`config.mk`:
```
export PLATFORM = sky130hd
export DESIGN_NAME = ver_onehot_mon
export DESIGN_NICKNAME = d
export VERILOG_FILES = /design/src/rtl/ver_onehot_mon.sv
export SDC_FILE = /design/constraint.sdc
export NUM_CORES = 1
export LEC_CHECK = 0
export CORE_UTILIZATION = 49
export DETAILED_ROUTE_END_ITERATION = 7
export GPL_TIMING_DRIVEN = 1
export HOLD_SLACK_MARGIN = 0.06
export PLACE_DENSITY = 0.83
export SYNTH_ARGS = -nofsm -noshare
export SYNTH_HDL_FRONTEND = slang
export SYNTH_SLANG_ARGS = --single-unit
```
`constraint.sdc`:
```
create_clock -name ver_clk -period 3.3 [get_ports ver_clk]
set_input_delay 0.33 -clock ver_clk [delete_from_list [all_inputs] [get_ports ver_clk]]
set_output_delay 0.33 -clock ver_clk [all_outputs]
set_load 0.01 [all_outputs]
```
`src/rtl/ver_onehot_mon.sv`:
```
// One-hot channel monitor: encodes legal one-hot words into an index FIFO and tracks illegal/overflow events.
// Optional per-channel hit counters are built when VER_ONEHOT_MON_HITCNT_EN is defined.
module ver_onehot_mon #(
  parameter int unsigned DEPTH = 4,
  parameter int unsigned CNT_W = 8
) (
  input  logic                     ver_clk,
  input  logic                     ver_rst,
  input  logic [7:0]               ver_oh_in,
  input  logic                     ver_oh_vld,
  output logic [2:0]               ver_idx_out,
  output logic                     ver_idx_vld,
  input  logic                     ver_idx_rdy,
  output logic [$clog2(DEPTH):0]   ver_level,
  output logic                     ver_err,
  output logic                     ver_ovf,
  output logic [CNT_W-1:0]         ver_err_cnt,
  input  logic                     ver_clr,
  input  logic [2:0]               ver_cnt_sel,
  output logic [CNT_W-1:0]         ver_cnt_out
);

  localparam int unsigned PW = $clog2(DEPTH);
  localparam int unsigned LW = PW + 1;
  localparam logic [LW-1:0] FULL_LVL = LW'(DEPTH);

  function automatic logic [3:0] ones8(input logic [7:0] w);
    logic [3:0] n;
    n = '0;
    for (int unsigned i = 0; i < 8; i++) begin
      n = n + {3'b000, w[i]};
    end
    return n;
  endfunction

  function automatic logic [2:0] enc8(input logic [7:0] w);
    logic [2:0] idx;
    idx = '0;
    for (int unsigned i = 0; i < 8; i++) begin
      if (w[i]) idx = 3'(i);
    end
    return idx;
  endfunction

  logic [2:0]    mem [DEPTH];
  logic [PW-1:0] wr_ptr;
  logic [PW-1:0] rd_ptr;
  logic          legal;
  logic          illegal;
  logic [2:0]    enc_idx;
  logic          full;
  logic          push;
  logic          pop;
  logic          drop;
  logic          err_next;
  logic          ovf_next;
  logic [CNT_W-1:0] err_cnt_base;
  logic [CNT_W-1:0] err_cnt_next;

  always_comb begin
    legal   = ver_oh_vld && (ones8(ver_oh_in) == 4'd1);
    illegal = ver_oh_vld && (ones8(ver_oh_in) != 4'd1);
    enc_idx = enc8(ver_oh_in);
    full    = (ver_level == FULL_LVL);
    pop     = ver_idx_vld && ver_idx_rdy;
    // A full FIFO still accepts a word when the head leaves in the same cycle.
    push    = legal && (!full || pop);
    drop    = legal && full && !pop;
  end

  // Clear takes effect before any same-cycle event is applied.
  always_comb begin
    err_next     = (ver_clr ? 1'b0 : ver_err) | illegal;
    ovf_next     = (ver_clr ? 1'b0 : ver_ovf) | drop;
    err_cnt_base = ver_clr ? '0 : ver_err_cnt;
    err_cnt_next = err_cnt_base;
    if (illegal && (err_cnt_base != '1)) begin
      err_cnt_next = err_cnt_base + CNT_W'(1);
    end
  end

  always_ff @(posedge ver_clk) begin
    if (push) begin
      mem[wr_ptr] <= enc_idx;
    end
  end

  always_ff @(posedge ver_clk or posedge ver_rst) begin
    if (ver_rst) begin
      wr_ptr    <= '0;
      rd_ptr    <= '0;
      ver_level <= '0;
    end else begin
      if (push) wr_ptr <= wr_ptr + PW'(1);
      if (pop)  rd_ptr <= rd_ptr + PW'(1);
      if (push && !pop) begin
        ver_level <= ver_level + LW'(1);
      end else if (pop && !push) begin
        ver_level <= ver_level - LW'(1);
      end
    end
  end

  always_ff @(posedge ver_clk or posedge ver_rst) begin
    if (ver_rst) begin
      ver_err     <= 1'b0;
      ver_ovf     <= 1'b0;
      ver_err_cnt <= '0;
    end else begin
      ver_err     <= err_next;
      ver_ovf     <= ovf_next;
      ver_err_cnt <= err_cnt_next;
    end
  end

  // Head is masked when empty so stale entries never show after reset or drain.
  always_comb begin
    ver_idx_vld = (ver_level != '0);
    ver_idx_out = ver_idx_vld ? mem[rd_ptr] : 3'd0;
  end

`ifdef VER_ONEHOT_MON_HITCNT_EN
  logic [CNT_W-1:0] hit_cnt [8];
  logic [CNT_W-1:0] hit_base;

  always_comb begin
    hit_base = ver_clr ? '0 : hit_cnt[enc_idx];
  end

  always_ff @(posedge ver_clk or posedge ver_rst) begin
    if (ver_rst) begin
      for (int unsigned i = 0; i < 8; i++) begin
        hit_cnt[i] <= '0;
      end
    end else begin
      if (ver_clr) begin
        for (int unsigned i = 0; i < 8; i++) begin
          hit_cnt[i] <= '0;
        end
      end
      // Dropped legal words still count as hits.
      if (legal) begin
        hit_cnt[enc_idx] <= (hit_base == '1) ? hit_base : hit_base + CNT_W'(1);
      end
    end
  end

  always_comb begin
    ver_cnt_out = hit_cnt[ver_cnt_sel];
  end
`else
  logic unused_cnt_sel;

  always_comb begin
    ver_cnt_out    = '0;
    unused_cnt_sel = ^ver_cnt_sel;
  end
`endif

endmodule

```
Word level (Yosys, flattened, before mapping)
Memories as Yosys holds them, arrays and structs flattened.
Index checks and enable logic that the tools add are counted.
{"block": "op_classes", "addsub": 12, "n_eq_ne": 4, "n_mux": 16, "bitwise": 2, "n_reduce_logical": 15}
{"operator": "two-way mux 3 bit", "count": 9}
{"operator": "adder 4 x 1 -> 4 bit", "count": 4}
{"operator": "two-way mux 8 bit", "count": 2}
{"operator": "logical AND 1 bit", "count": 9}
{"operator": "adder 8 x 1 -> 8 bit, second input constant", "count": 1}
{"operator": "inequality test 8 bit, second input constant", "count": 1}
{"operator": "two-way mux 1 bit", "count": 5}
{"operator": "adder 2 x 1 -> 2 bit, second input constant", "count": 2}
{"operator": "adder 3 x 1 -> 4 bit", "count": 1}
{"operator": "equality test 4 x 1 -> 1 bit, second input constant", "count": 1}
{"operator": "inequality test 4 x 1 -> 1 bit, second input constant", "count": 1}
{"operator": "adder 2 x 1 -> 3 bit", "count": 1}
{"operator": "adder 3 x 1 -> 3 bit, second input constant", "count": 1}
{"operator": "equality test 3 bit, second input constant", "count": 1}
{"operator": "zero test 1 bit", "count": 3}
{"operator": "nonzero test 3 bit", "count": 1}
{"operator": "subtractor 3 x 1 -> 3 bit, second input constant", "count": 1}
{"operator": "adder 1 x 1 -> 2 bit", "count": 1}
{"operator": "OR 1 bit", "count": 2}
{"operator": "nonzero test 2 bit", "count": 1}
{"operator": "logical OR 1 bit", "count": 1}
{"block": "word_totals", "register_bits": 17, "mem_bits_rw": 12, "in_bits": 16, "output_inout_bits": 25, "wordCells": 56, "memories": 1}
{"name": "mem", "words": 4, "width": 3, "rd": 1, "rd_ports_with_merged_regs": 0, "wr": 1, "line_no": "45", "text": "logic [2:0] mem [DEPTH];"}

Depth between registers and ports, before layout
Gate-level depths: netlist (run 1).
{"block": "logic_depth", "ltp_word": 14, "mapped_depth": 18, "mapped_depth_nobuf": 17}

Worst setup path after synthesis (run 1)
OpenSTA, ideal clock, no wires.
{"block": "synth_timing", "path_kind": "input to register", "start": "in ver_oh_in[0]", "end": "reg ver_level[2]", "setup_ps": 79, "arrival_time_ps": 4129, "required_time_ps": 3221, "path_slack_ps": -908, "path_stages": 18, "n_path_buf": 1, "cell_sequence": "inv_1 -> fa_1 -> fa_1 -> fa_1 -> inv_1 -> ha_1 -> inv_1 -> fa_1 -> a211o_1 -> a21oi_1 -> and3_1 -> buf_6 -> ha_1 -> inv_1 -> fa_1 -> xor2_1 -> nor2_1 -> xor2_1"}
{"block": "synth_via", "elab_chain_cells": 13, "elab_cells_between_ends": 15, "classes_between": "add/sub (7); eq/ne (1); mux (1); reduce/logical (6)"}
{"item": "start: declaration", "line_no": "9", "text": "input logic [7:0] ver_oh_in,"}
{"item": "adder 1 x 1 -> 2 bit (*)", "line_no": "31", "text": "n = n + {3'b000, w[i]};"}
{"item": "adder 2 x 1 -> 3 bit (*)", "line_no": "31"}
{"item": "adder 3 x 1 -> 4 bit (*)", "line_no": "31"}
{"item": "adder 4 x 1 -> 4 bit (*) (4 in series)", "line_no": "31"}
{"item": "equality test 4 x 1 -> 1 bit (*)", "line_no": "61", "text": "legal = ver_oh_vld && (ones8(ver_oh_in) == 4'd1);"}
{"item": "logical AND 1 bit (*)", "line_no": "61"}
{"item": "logical AND 1 bit (*)", "line_no": "67", "text": "push = legal && (!full || pop);"}
{"item": "via push", "line_no": "52", "text": "logic push;"}
{"item": "zero test 1 bit", "line_no": "98", "text": "end else if (pop && !push) begin"}
{"item": "logical AND 1 bit", "line_no": "98"}
{"item": "nonzero test 2 bit (no source line)"}
{"item": "end signal: assignment", "line_no": "97", "text": "ver_level <= ver_level + LW'(1);"}
{"item": "end signal: assignment", "line_no": "99", "text": "ver_level <= ver_level - LW'(1);"}
{"item": "end: declaration", "line_no": "14", "text": "output logic [$clog2(DEPTH):0] ver_level,"}
Mark *: on every way through the listed nets, which the timed path passes. The rest lies on a longest branch.
A chain may end at the register's enable or synchronous reset.

Final worst setup path (run 1)
{"block": "layout_timing", "start": "in ver_oh_in[1]", "end": "reg ver_level[2]"}
{"block": "layout_via", "elab_chain_cells": 13, "elab_cells_between_ends": 15, "classes_between": "add/sub (7); eq/ne (1); mux (1); reduce/logical (6)"}
{"item": "adder 1 x 1 -> 2 bit (*)", "line_no": "31"}
{"item": "adder 2 x 1 -> 3 bit (*)", "line_no": "31"}
{"item": "adder 3 x 1 -> 4 bit (*)", "line_no": "31"}
{"item": "adder 4 x 1 -> 4 bit (*) (4 in series)", "line_no": "31"}
{"item": "equality test 4 x 1 -> 1 bit (*)", "line_no": "61"}
{"item": "logical AND 1 bit (*)", "line_no": "61"}
{"item": "logical AND 1 bit (*)", "line_no": "67"}
{"item": "zero test 1 bit", "line_no": "98"}
{"item": "logical AND 1 bit", "line_no": "98"}
{"item": "nonzero test 2 bit (no source line)"}
Mark *: on every way between the ends. The rest lies on a longest branch, timed or not.

==> results of run 1 <==
flip-flops by register name (all words and copies together) (netlist names):
signal,flops
ver_level,3
rd_ptr,2
wr_ptr,2
ver_err,1
mem,12
ver_err_cnt,8
ver_ovf,1
worst max-delay path: cells and delay by family:
kind	cells	cell delay [ns]
AOI/OAI and AO/OA	2	0.42
buffers and inverters	5	0.24
adders and majority gates	7	2.43
xor gates and xnor gates	2	0.33
and+or+nand+nor	2	0.35
power by group through the flow:
stage	sequential [uW]	clock [uW]	combinational [uW]
floorplan	529	0	381
global placement	532	0	587
detailed placement	545	0	624
CTS	538	201	700
global route	552	217	800
finish	539	200	738
final cells by class:
cell class	count	area share, %
multi-input combinational	94	39.1
sequential	29	33.0
timing repair buffer	48	19.7
inverter	21	3.73
tap	46	2.41
clock buffer	5	1.57
clock inverter	3	0.525
cell usage in the layout (no fill, tap or decap), drive strengths merged, types with 2 or more instances in the layout:
cell / Yosys / layout
or4: 2 / 2
o31ai: 2 / 2
fa: 5 / 5
clkdlybuf4s50: 0 / 26
inv: 21 / 21
ha: 9 / 9
o21ai: 4 / 4
mux4: 3 / 3
edfxtp: 12 / 12
buf: 10 / 22
clkbuf: 2 / 5
xnor2: 5 / 5
xor2: 3 / 3
and2: 8 / 8
a21oi: 4 / 4
dfrtp: 17 / 17
mux2: 5 / 5
nor2b: 2 / 2
clkinv: 0 / 3
nand2: 6 / 6
nand3: 6 / 6
conb: 1 / 8
nor3: 3 / 3
nor2: 6 / 6
worst max path at each step:
stage,start,slack [ns],end,cells after the start
final,ver_oh_in[1],-0.55,ver_level[2],18
after CTS,ver_oh_in[3],-0.63,ver_level[2],18
after global placement,ver_oh_in[3],-1.34,ver_level[2],18
after detailed placement,ver_oh_in[3],-1.49,ver_level[2],18
after global routing,ver_oh_in[1],-0.68,ver_level[2],18
after floorplan,ver_oh_in[3],-0.78,ver_level[2],18
metal layers:
| metal | share of wire (%) | global-route usage (%) | vias up |
|---|---|---|---|
| li1 | - | - | 593 |
| met1 | 40 | 25.3 | 620 |
| met2 | 54 | 38.8 | 28 |
| met3 | 3.3 | 6.09 | 10 |
| met4 | 2.6 | 11.0 | 0 |
| met5 | 0 | 0 | - |
through the flow:
stage                     utilization [%]  setup slack [ns]  TNS (ns)  instance area (sq um)  cells
after floorplan                         -            -0.780     -5.85                   1800    156
after global placement               63.5             -1.34    -25.26                   2140    229
after detailed placement             63.5             -1.49    -27.46                   2140    229
after CTS                            68.8            -0.632     -5.36                   2310    243
after global routing                 70.9            -0.681     -7.50                   2380    246
final                                70.9            -0.554     -4.68                   2380    246
kinds of logic (layout without fill, tap and decap cells):
logic type                 Yosys count  in the layout  share of synthesized area, %
AOI/OAI and AO/OA                   17             17                          7.84
muxes                                8              8                          7.41
DFF                                 29             29                          45.6
xor gates and xnor gates             8              8                          4.07
adders and majority gates           14             14                          12.3
other                                1              8                         0.218
buffers and inverters               33             77                          9.44
and+or+nand+nor                     39             39                          13.1
cell usage after synthesis (all sizes together) (4+ instances only):
cell type	n	share of area, %
and2	8	3.2
nand2	6	1.3
buf	10	4.4
inv	21	4.6
fa	5	5.8
nand3	6	1.7
ha	9	6.5
o21ai	4	1.2
xnor2	5	2.5
edfxtp	12	21
mux2	5	3.5
nor2	6	1.3
dfrtp	17	25
a21oi	4	1.2
timing repair:
item / 4_1_cts / 5_1_grt
endpoints found under the setup margin: 27 / 26
resized for setup: 32 / 11
pin swaps: 14 / 15
endpoints found under the hold margin: 0 / 0
setup buffers: 7 / 4
==> impl_metrics.tcl, run 1 <==
set metrics [dict create \
    yosysWarnings 0 \
    finalClockSkew_ns 0.0108 \
    hp-class "input port to asynchronous set/reset pin" \
    synth_cell_types 40 \
    synth.avg_cell_area_sq_um 11.6 \
    cts_sinks 29 \
    p_switching_uw 510 \
    synth_seq_cells 29 \
    antenna_left 0 \
    p_leak_uw 0.00101 \
    routedWlPerCell_um 15.0 \
    synth-async-reset-ratio_pct 58.6 \
    seqPwrFrac_pct 36.5 \
    worstPathCellList "buf_6 > inv_4 > fa_1 > fa_1 > fa_1 > inv_1 > ha_2 > inv_2 > fa_2 > a211o_1 > a21oi_2 > and3_4 > ha_4 > inv_2 > fa_2 > xor2_1 > nor2_1 > xor2_1" \
    die-area_sq_mm 0.00376 \
    drc 0 \
    ys.flop_type "dfrtp_1" \
    synth_area_sq_mm 0.00172 \
    cts-root-buf "clkbuf_4" \
    period_minus_slack_ns 3.85 \
    seqCellArea_sq_um 786 \
    drive_gt1_share_pct 33.0 \
    antenna_found_initial 0 \
    dieWidth_um 61.3 \
    r2r-end "ver_err_cnt[1]" \
    ctsHoldBuffers 0 \
    initial_core_util_pct 51.2 \
    hold_viol 0 \
    core-area_sq_mm 0.00336 \
    firstDrtPassIters 4 \
    grt_start_max_net_pins 18 \
    hpwl_um 2670 \
    fillers 229 \
    ir_drop_uv 249 \
    path_max_fanout 2 \
    setup_ws_ns -0.554 \
    slew_violations 0 \
    numCtsBuffers 5 \
    crit_path_start_kind "input port" \
    clkTransAtPathRegs_ns 0.10 \
    crit_slowest_cell "fa_1" \
    intPower_uw 968 \
    post-route-period-util_pct 117 \
    clkLatencyLatePin_ns 0.33 \
    ys_seq_area_share_pct 45.6 \
    drt_iter0_markers 48 \
    grt_pass1_wl_um 5800 \
    cp.required_ns 3.55 \
    r2r_cells 6 \
    path_class "input port to flop" \
    rows 21 \
    syn2layout_area_growth_pct 38.3 \
    crit_top_cell "fa_1" \
    cts_tree "done" \
    rr_startpoint "ver_err_cnt[0]" \
    worst_slew_pin_slew_ns 0.692 \
    via_per_inst 5.09 \
    max_freq_ghz 0.259 \
    comb_power_share_pct 50.0 \
    cpPeakStageDelay_ns 0.54 \
    r2r_setup_slack_ns 0.98 \
    grt_pass1_vias 1252 \
    die_h_um 61.3 \
    routed_wl_um 3690 \
    power.density_mw_per_mm2 620 \
    nets 229 \
    synth_edf_count 12 \
    setup-violations-final 25 \
    slew_headroom_pct 53.8 \
    clkPwrFrac_pct 13.5 \
    arrival_ns 4.11 \
    place_congestion 0.800 \
    maxCapViolCount 0 \
    p_total_uw 1480 \
    end_kind "flop" \
    n_antenna_cell 0 \
    io_buffers 29 \
    grt-ovfl-total 0 \
    swShare_pct 34.5 \
    hold_ws_ns 0.382 \
    rsz0062_at_grt "true" \
    vias 1251 \
    cts_buffer_depth 2 \
    h-tree-depth 2 \
    multi_input_area_sq_um 932 \
    grt_usage_pct 22.3 \
    violations "setup timing" \
    ios 41 \
    outcome "complete, but fails checks" \
    syn_inst 149 \
]
Note: power is estimated with default switching activity, not from simulation.
==> run 2, diff against run 1 <==
--- a/config.mk
+++ b/config.mk
@@ -5,11 +5,14 @@
 export SDC_FILE = /design/constraint.sdc
 export NUM_CORES = 1
 export LEC_CHECK = 0
-export CORE_UTILIZATION = 49
+export ABC_AREA = 1
+export CORE_MARGIN = 5
+export CORE_UTILIZATION = 50
 export DETAILED_ROUTE_END_ITERATION = 7
 export GPL_TIMING_DRIVEN = 1
 export HOLD_SLACK_MARGIN = 0.06
 export PLACE_DENSITY = 0.83
+export RECOVER_POWER = 100
 export SYNTH_ARGS = -nofsm -noshare
 export SYNTH_HDL_FRONTEND = slang
 export SYNTH_SLANG_ARGS = --single-unit
==> run 2 against run 1 <==
Against the previous run:
- the run still ends with setup timing left
- sequential cell count did not move
- routed wire length rose by 3.8%
- cell count rose by 33%
- first-iteration DRC count rose by 33%
- synthesized cell count rose by 52%
- non-clock buffer count rose by 1
- power fell by 3.7%
- area after synthesis rose by 7.7%
- critical path type unchanged
- critical endpoint unchanged
- largest cell class unchanged
==> impl_metrics.tcl, run 2 <==
set metrics [dict create \
    hpwl_um 2760 \
    grt_pass1_wl_um 6420 \
    synth_top_area_share_pct 22.9 \
    die_h_um 70.9 \
    cts_tree "done" \
    wl_met1_um 1580 \
    largest_register "mem" \
    h-tree-depth 2 \
    synth_cell_types 25 \
    top_regs "mem (12), ver_err_cnt (8), ver_level (3)" \
    synth.avg_cell_area_sq_um 8.21 \
    grt_usage_pct 16.1 \
    synth_area_sq_mm 0.00186 \
    maxCapViolCount 0 \
    ys.flop_type "dfrtp_1" \
    drc 0 \
    p_leak_uw 0.00124 \
    max_freq_ghz 0.255 \
    slew_violations 0 \
    firstDrtPassIters 4 \
    core-area_sq_mm 0.00363 \
    dieWidth_um 70.9 \
    antenna_found_initial 0 \
    ctsHoldBuffers 0 \
    routedWlPerCell_um 11.7 \
    setup-violations-final 18 \
    cts_buffer_depth 2 \
    netlist_top_cells_area "dfrtp_1, edfxtp_1, nand2_1" \
    syn_inst 226 \
    violations "setup timing" \
    final_common_cell "nand2_1" \
    nets 309 \
    synth.most_common_cell "nand2_1" \
    routed_wl_um 3830 \
    layout.cells.non_filler 328 \
    period_minus_slack_ns 3.92 \
    tns_ns -3.87 \
    clkTransAtPathRegs_ns 0.06 \
    ir_drop_uv 219 \
    synth_edf_count 12 \
    n_antenna_cell 0 \
    end_kind "flop" \
    largest_register_ff_count 12 \
    crit_path_start_kind "input port" \
    synth_seq_cells 29 \
    grt-ovfl-total 0 \
    yosysWarnings 0 \
    fillers 287 \
    cts-root-buf "clkbuf_8" \
    yosys-top-cells-count "nand2_1, inv_1, nor2_1, dfrtp_1, edfxtp_1" \
    ys_seq_area_share_pct 42.3 \
    antenna_left 0 \
    path_class "input port to flop" \
    hp-class "flop to flop" \
    cp.required_ns 3.46 \
    path_max_fanout 2 \
    rsz0062_at_grt "true" \
    wl_met2_um 2010 \
    grt_start_max_net_pins 18 \
    setup_ws_ns -0.619 \
    cts_sinks 29 \
    finalClockSkew_ns 0.00670 \
    dp_cells 310 \
    via_per_inst 4.77 \
    arrival_ns 4.08 \
    power.density_mw_per_mm2 575 \
    ios 41 \
    drt_iter0_markers 64 \
    die-area_sq_mm 0.00503 \
    numCtsBuffers 5 \
    grt_pass1_vias 1547 \
    final_cell_mix "nand2_1, inv_1, nor2_1" \
    rows 22 \
    hold_viol 0 \
    worst_slew_pin_slew_ns 0.683 \
    initial_core_util_pct 51.1 \
    dr.max_layer_used "met4" \
    synth_area_leader_cell "dfrtp_1" \
    drive_gt1_share_pct 21.1 \
    outcome "complete, but fails checks" \
    syn2layout_area_growth_pct 33.2 \
    place_congestion 0.824 \
    clkLatencyLatePin_ns 0.28 \
    io_buffers 29 \
    post-route-period-util_pct 119 \
    met3_length_um 179 \
    synth-async-reset-ratio_pct 58.6 \
    slew_headroom_pct 54.4 \
    vias 1565 \
]
-- run 2: changes by cell type after synthesis, sizes merged, moves of 6 or more --
cell | previous run | this run
nor2 | 6 | 31
o21ai | 4 | 10
and2 | 8 | 0
nand3 | 6 | 12
nand2 | 6 | 61
inv | 21 | 43
-- run 2: metrics by stage --
stage / worst slack, ns / instance area (sq um) / utilization (%) / hold slack [ns] / power, uW
floorplan: -0.711 / 1910 / - / 0.256 / 860
global placement: -1.26 / 2260 / 62.2 / 0.475 / 1080
detailed placement: -1.35 / 2260 / 62.2 / 0.468 / 1100
CTS: -0.624 / 2430 / 66.8 / 0.487 / 1420
global route: -0.804 / 2470 / 68.0 / 0.551 / 1530
finish: -0.619 / 2470 / 68.0 / 0.488 / 1420
-- run 2: logic make-up (layout without fill, tap and decap cells) --
family,Yosys count,count (layout),share of synthesized area (%)
fa+ha+maj,14,14,11.5
compound gates,18,18,4.99
simple gates,106,106,25.8
xor+xnor,5,5,2.36
other cells,1,8,0.202
buf+inv,53,100,12.8
flops,29,29,42.3
-- run 2: path summary, 6_finish.rpt --
kind / cells past startpoint / slack [ns] / end / from
max: 21 / -0.62 / ver_level[2] / ver_oh_in[1]
min: 2 / 0.49 / ver_err / ver_err
max reg2reg: 11 / 1.22 / ver_level[1] / ver_level[0]
min reg2reg: 2 / 0.49 / ver_err / ver_err
max in group asynchronous: 2 / 2.27 / wr_ptr[0] / ver_rst
min in group asynchronous: 2 / 0.60 / ver_err_cnt[1] / ver_rst
-- run 2: cell type report --
cell class	instances	area, sq um	share of cell area [%]
clock inverter	3	12.5	0.506
clock buffer	5	68.8	2.78
timing repair buffer	49	455	18.4
multi-input combinational	151	916	37.0
tap	48	60.1	2.43
sequential	29	786	31.8
inverter	43	174	7.03
-- run 2: per-layer routing --
metal / track usage (%) / vias to the layer above
met5: 0 / -
met4: 8.56 / 0
met3: 3.84 / 6
met2: 28.8 / 41
met1: 17.5 / 736
li1: - / 782
-- run 2: timing repair --
item,in CTS,in global routing
gates cloned,0,0
hold endpoints to repair,0,0
setup endpoints to repair,27,26
pin swaps,14,11
setup buffers,7,3
gates resized for setup,24,7
-- run 2: power breakdown --
part | internal [uW] | switching (uW) | leakage, uW
clock network | 141 | 130 | 0.0000430
registers | 441 | 66.0 | 0.000322
logic | 306 | 338 | 0.000879
total | 888 | 534 | 0.00124
-- run 2: worst max-delay path, stage by stage --
cell and delay [ns]:
buf_6 0.07, inv_4 0.03, fa_1 0.49, fa_1 0.54, fa_1 0.41, inv_1 0.07
ha_2 0.18, inv_2 0.04, fa_1 0.47, nand2_1 0.05, nor2_1 0.09, nand2_1 0.08
nor2_2 0.14, nand2_2 0.09, inv_2 0.08, ha_4 0.13, inv_4 0.03, fa_2 0.36
a21oi_2 0.16, o21ai_2 0.08, xor2_1 0.16
